## src/rtl/pwm_sync_divider.sv

```systemverilog
// pwm_sync_divider
//   Watches a PWM carrier for min/max events and emits a one-clock sync pulse
//   every (event_count+1) qualifying events. Divider ratio and event mode are
//   shadowed and only swap in at a period boundary (or while disabled).
//
// Parameters
//   CW : carrier / count_max width
//   EW : event divider width
//
// Ports
//   clk, rst     : clock, synchronous active-high reset
//   ce           : carrier clock enable, events sampled only when high
//   count_max    : carrier peak value
//   carrier      : live carrier count
//   event_count  : requested divider N (sync every N+1 events), shadowed
//   sync_mode    : 0 every ce, 1 min, 2 max, 3 min or max, shadowed
//   sync_en      : divider enable
//   sync         : one-clock sync pulse (registered)
//   event_cnt    : current divider count
//   irq          : interrupt
//   irq_ack      : interrupt acknowledge
//   irq_ovf      : sticky overrun flag
//
// Configuration
//   PWM_SYNC_IRQ_LATCH_EN : when defined, irq is a sticky latch cleared by
//   irq_ack and irq_ovf flags a sync arriving while irq is still pending.
//   When undefined, irq mirrors sync and irq_ovf is tied low.
module pwm_sync_divider #(
  parameter int CW = 16,
  parameter int EW = 4
) (
  input  logic          clk,
  input  logic          rst,
  input  logic          ce,
  input  logic [CW-1:0] count_max,
  input  logic [CW-1:0] carrier,
  input  logic [EW-1:0] event_count,
  input  logic [1:0]    sync_mode,
  input  logic          sync_en,
  output logic          sync,
  output logic [EW-1:0] event_cnt,
  output logic          irq,
  input  logic          irq_ack,
  output logic          irq_ovf
);

  logic [EW-1:0] act_count;
  logic [1:0]    act_mode;
  logic          is_min;
  logic          is_max;
  logic          mode_hit;
  logic          ev;
  logic          at_term;
  logic          term;

  // With count_max==0 both conditions are true at once; they are OR-ed into
  // a single event so one carrier sample never counts twice.
  always_comb begin
    is_min   = (carrier == '0);
    is_max   = (carrier == count_max);
    mode_hit = 1'b0;
    case (act_mode)
      2'd0:    mode_hit = 1'b1;
      2'd1:    mode_hit = is_min;
      2'd2:    mode_hit = is_max;
      default: mode_hit = is_min | is_max;
    endcase
    ev      = ce & mode_hit;
    at_term = (event_cnt == act_count);
    // Terminal event of the period: sync goes high on the next clock.
    term    = sync_en & ev & at_term;
  end

  always_ff @(posedge clk) begin
    if (rst) begin
      sync      <= 1'b0;
      event_cnt <= '0;
      act_count <= event_count;
      act_mode  <= sync_mode;
    end else begin
      sync <= term;
      if (!sync_en)
        event_cnt <= '0;
      else if (ev)
        event_cnt <= at_term ? '0 : event_cnt + 1'b1;
      // Shadow load at the period boundary so the next event already uses
      // the new settings; free-running load while the divider is off.
      if (!sync_en || term) begin
        act_count <= event_count;
        act_mode  <= sync_mode;
      end
    end
  end

`ifdef PWM_SYNC_IRQ_LATCH_EN
  // Set has priority over ack; overrun only when a new sync lands on a
  // pending, un-acked interrupt.
  always_ff @(posedge clk) begin
    if (rst) begin
      irq     <= 1'b0;
      irq_ovf <= 1'b0;
    end else begin
      if (term)
        irq <= 1'b1;
      else if (irq_ack)
        irq <= 1'b0;
      if (term && irq && !irq_ack)
        irq_ovf <= 1'b1;
      else if (irq_ack)
        irq_ovf <= 1'b0;
    end
  end
`else
  logic unused_irq_ack;
  assign unused_irq_ack = irq_ack;
  assign irq            = sync;
  assign irq_ovf        = 1'b0;
`endif

endmodule

```

## config.mk

```make
export PLATFORM = sky130hd
export DESIGN_NAME = pwm_sync_divider
export DESIGN_NICKNAME = d
export VERILOG_FILES = /design/src/rtl/pwm_sync_divider.sv
export SDC_FILE = /design/constraint.sdc
export NUM_CORES = 1
export LEC_CHECK = 0
export ABC_AREA = 1
export ABC_CLOCK_PERIOD_IN_PS = 1500
export CAP_MARGIN = 20
export CELL_PAD_IN_SITES_DETAIL_PLACEMENT = 0
export CELL_PAD_IN_SITES_GLOBAL_PLACEMENT = 1
export CORE_MARGIN = 2
export CORE_UTILIZATION = 22
export DETAILED_ROUTE_END_ITERATION = 8
export GPL_TIMING_DRIVEN = 0
export PLACE_DENSITY_LB_ADDON = 0.3
export RECOVER_POWER = 100
export SYNTH_ARGS = -nofsm -noshare
export SYNTH_HDL_FRONTEND = slang
export SYNTH_SLANG_ARGS = --single-unit
```

## constraint.sdc

```tcl
create_clock -name clk -period 1.5 [get_ports clk]
set_clock_uncertainty 0.1 [all_clocks]
set_input_delay 0.15 -clock clk [delete_from_list [all_inputs] [get_ports clk]]
set_output_delay 0.15 -clock clk [all_outputs]
set_load 0.1 [all_outputs]
```

==> impl_metrics.csv <==
group,metric,value,unit
layout,area_delta_synth_final,73.13,%
layout,mostFrequentLayoutCells,"nand2_1, inv_1, nor2_1",
critical_path,worstSetupPathType,"primary input to flip-flop",
pwr,p_leak,0.7418,nW
critical_path,cp-start-kind,"primary input",
sta,max_slew.worst_pin.slew,0.5452,ns
clocking,clockRootBuffer,"clkbuf_8",
drt,drc_errors,0,
drt,drt-total-wl,2233,µm
layout,antenna_cells,0,
clocking,max-clock-path-buffers,2,
placement,globalplace.congestion,0.7187,
pwr,p_clk_share,33.7,%
pwr,pwr-share-comb,28.2,%
pwr,pwr-share-seq,38.1,%
clocking,clk_latency,0.23,ns
pwr,peakVddDrop,0.0005483,V
grt,antenna_found_initial,0,
critical_path,crit_arrival,1.37,ns
status,outcome,"complete, but fails checks",
placement,dpl_worst_slack,-0.4151,ns
placement,port_buffers,47,
layout,final_common_cell,"nand2_1",
sta,min_period,1.525,ns
layout,nets,235,
grt,first_global_vias,893,
placement,dpl_cell_area,1453,µm²
sta,relSlewSlack,63.83,%
grt,grt-ovfl-total,0,
drt,via_per_inst,3.896,
clocking,htreeDepth,1,
floorplan,die_area,4544,µm²
floorplan,coreArea,3943,µm²
clocking,cts_buffers,3,
clocking,clk_pin_slew,0.05,ns
clocking,hold_buffers,0,
clocking,cts.sinks,11,
sta,whs,0.4169,ns
yosys,synthesis.nets,181,
yosys,synthCells,137,
min_path,hold_class,"flip-flop to flip-flop",
pwr,p_int,0.0006396,W
drt,drtPass1Iterations,4,
drt,ant_nets,0,
critical_path,required,1.34,ns
yosys,ys_seq_area_share,31.68,%
sta,clock.fmax,0.6556,GHz
status,violations,"negative setup slack",
floorplan,fp.dieW,67.41,µm
layout,finish.utilization,38.84,%
pwr,power_density,571.5,nW/µm²
sta,setup_viol,6,
floorplan,start_util,22.44,%
placement,detailed_place_hpwl,1859,µm
floorplan,rows,23,
yosys,syn-cell-area,884.6,µm²
floorplan,fp.dieH,67.41,µm
sta,setup_slack,-0.02535,ns
drt,routedWlPerCell,9.304,µm
grt,grt_first_pass_wirelength,3643,µm
grt,grtUsageTotal,10.62,%
critical_path,worstPathMaxFanout,6,
sta,fin_crit_sh,101.7,%
layout,finalInstanceArea,1531,µm²
clocking,cts_tree,"built",
sta,hold_viol_final,0,
pwr,switching_share,26.93,%
pwr,power.net_switching,0.0002357,W
sta,rsz0062_at_grt,"true",
job,drv_cap,0,
critical_path,end_kind,"flip-flop",
floorplan,pin_count,50,
min_path,hold_depth,2,
layout,drive_gt1_share,17.89,%
yosys,yosysWarnings,0,
drt,drtIter0Drc,24,
pwr,total_power,0.0008752,W
critical_path,rr_worst_depth,5,
yosys,synth.ff_latch_count,11,
drt,via_count,935,
yosys,synthDistinctLibCells,20,
grt,grt_max_degree,7,
sta,slew_violations,0,
yosys,synth.avg_cell_area,6.457,µm²
## per-stage QoR
stage | std cells | setup TNS [ns]
6_report | 240 | -0.1512
5_1_grt | 240 | -0.8861
4_1_cts | 240 | -0.4294
3_5_place_dp | 234 | -4.835
3_3_place_gp | 234 | -4.635
2_1_floorplan | 137 | -0.8396
## worst max-delay path: stages
cell and delay [ns]:
clkdlybuf4s50_1 0.49, xnor2_1 0.13, nand2_1 0.09, nor2_2 0.11, nand3_2 0.10, nand2_4 0.09, nand3_4 0.09, nand2_4 0.12
## layout make-up
class | instances | area (µm²)
fillers | 422 | 2411
multi-input cells | 98 | 526.8
repair buffers | 49 | 489.2
flip-flops and latches | 11 | 295.3
inverters | 26 | 97.59
well taps | 50 | 62.56
clock buffers | 4 | 45.04
plain buffers | 2 | 15.01
## power groups by stage
stage	Combinational, W	Clock, W	Sequential [W]
global route	0.000275	0.000328	0.000335
global placement	0.000257	0	0.000339
floorplan	0.000110	0	0.000347
CTS	0.000252	0.000307	0.000333
finish	0.000247	0.000295	0.000333
detailed placement	0.000259	0	0.000339
## cell families (layout without fill, tap and decap cells)
| family | after synthesis | after routing | synth area share (%) |
|---|---|---|---|
| simple gates | 82 | 82 | 41.58 |
| xor+xnor | 10 | 10 | 9.902 |
| flops | 11 | 11 | 31.68 |
| compound gates | 4 | 4 | 2.263 |
| buf+inv | 28 | 81 | 12.73 |
| fa+ha+maj | 1 | 1 | 1.414 |
| other cells | 1 | 1 | 0.4239 |
## state kept, by name (all words and copies together), names as in the netlist
signal     count
act_mode       2
act_count      4
event_cnt      4
irq            1
## routing by layer
metal / global-route usage, % / wire (µm)
met1: 12.82 / 997
met2: 18.19 / 997
met3: 2.667 / 213
met4: 3.827 / 25
met5: 0 / 0
## worst paths after layout
| kind | startpoint | endpoint | slack, ns |
|---|---|---|---|
| worst min-delay path | event_cnt[3]$_SDFFE_PP0P_ | event_cnt[3]$_SDFFE_PP0P_ | 0.42 |
| worst max register to register | act_count[2]$_DFFE_PP_ | act_mode[0]$_DFFE_PP_ | 0.01 |
| worst max-delay path | carrier[12] | act_mode[0]$_DFFE_PP_ | -0.03 |
| worst min register to register | event_cnt[3]$_SDFFE_PP0P_ | event_cnt[3]$_SDFFE_PP0P_ | 0.42 |
## synth_stat cells
cell | count | area, µm²
buf_4 | 2 | 15.01
nand4_1 | 2 | 12.51
xor2_1 | 3 | 26.28
conb_1 | 1 | 3.750
nand3_2 | 1 | 10.01
nand2_2 | 1 | 6.260
nor2_2 | 3 | 18.77
nor2_1 | 21 | 78.83
inv_1 | 24 | 90.09
ha_1 | 1 | 12.51
a21oi_1 | 4 | 20.02
nor3_2 | 1 | 10.01
nand3_1 | 10 | 50.05
dfxtp_1 | 5 | 100.1
nand2_1 | 39 | 146.4
edfxtp_1 | 6 | 180.2
or2_0 | 2 | 12.51
nand2_4 | 2 | 22.52
inv_2 | 2 | 7.510
xnor2_1 | 7 | 61.31
## what timing repair did
item | CTS | global route
pin swaps | 9 | 15
endpoints found under the hold margin | 0 | 0
buffers inserted | 2 | 0
cloned | 0 | 0
endpoints found under the setup margin | 12 | 10
resized for setup | 36 | 10
No activity file was read; power rests on OpenSTA's default activity.
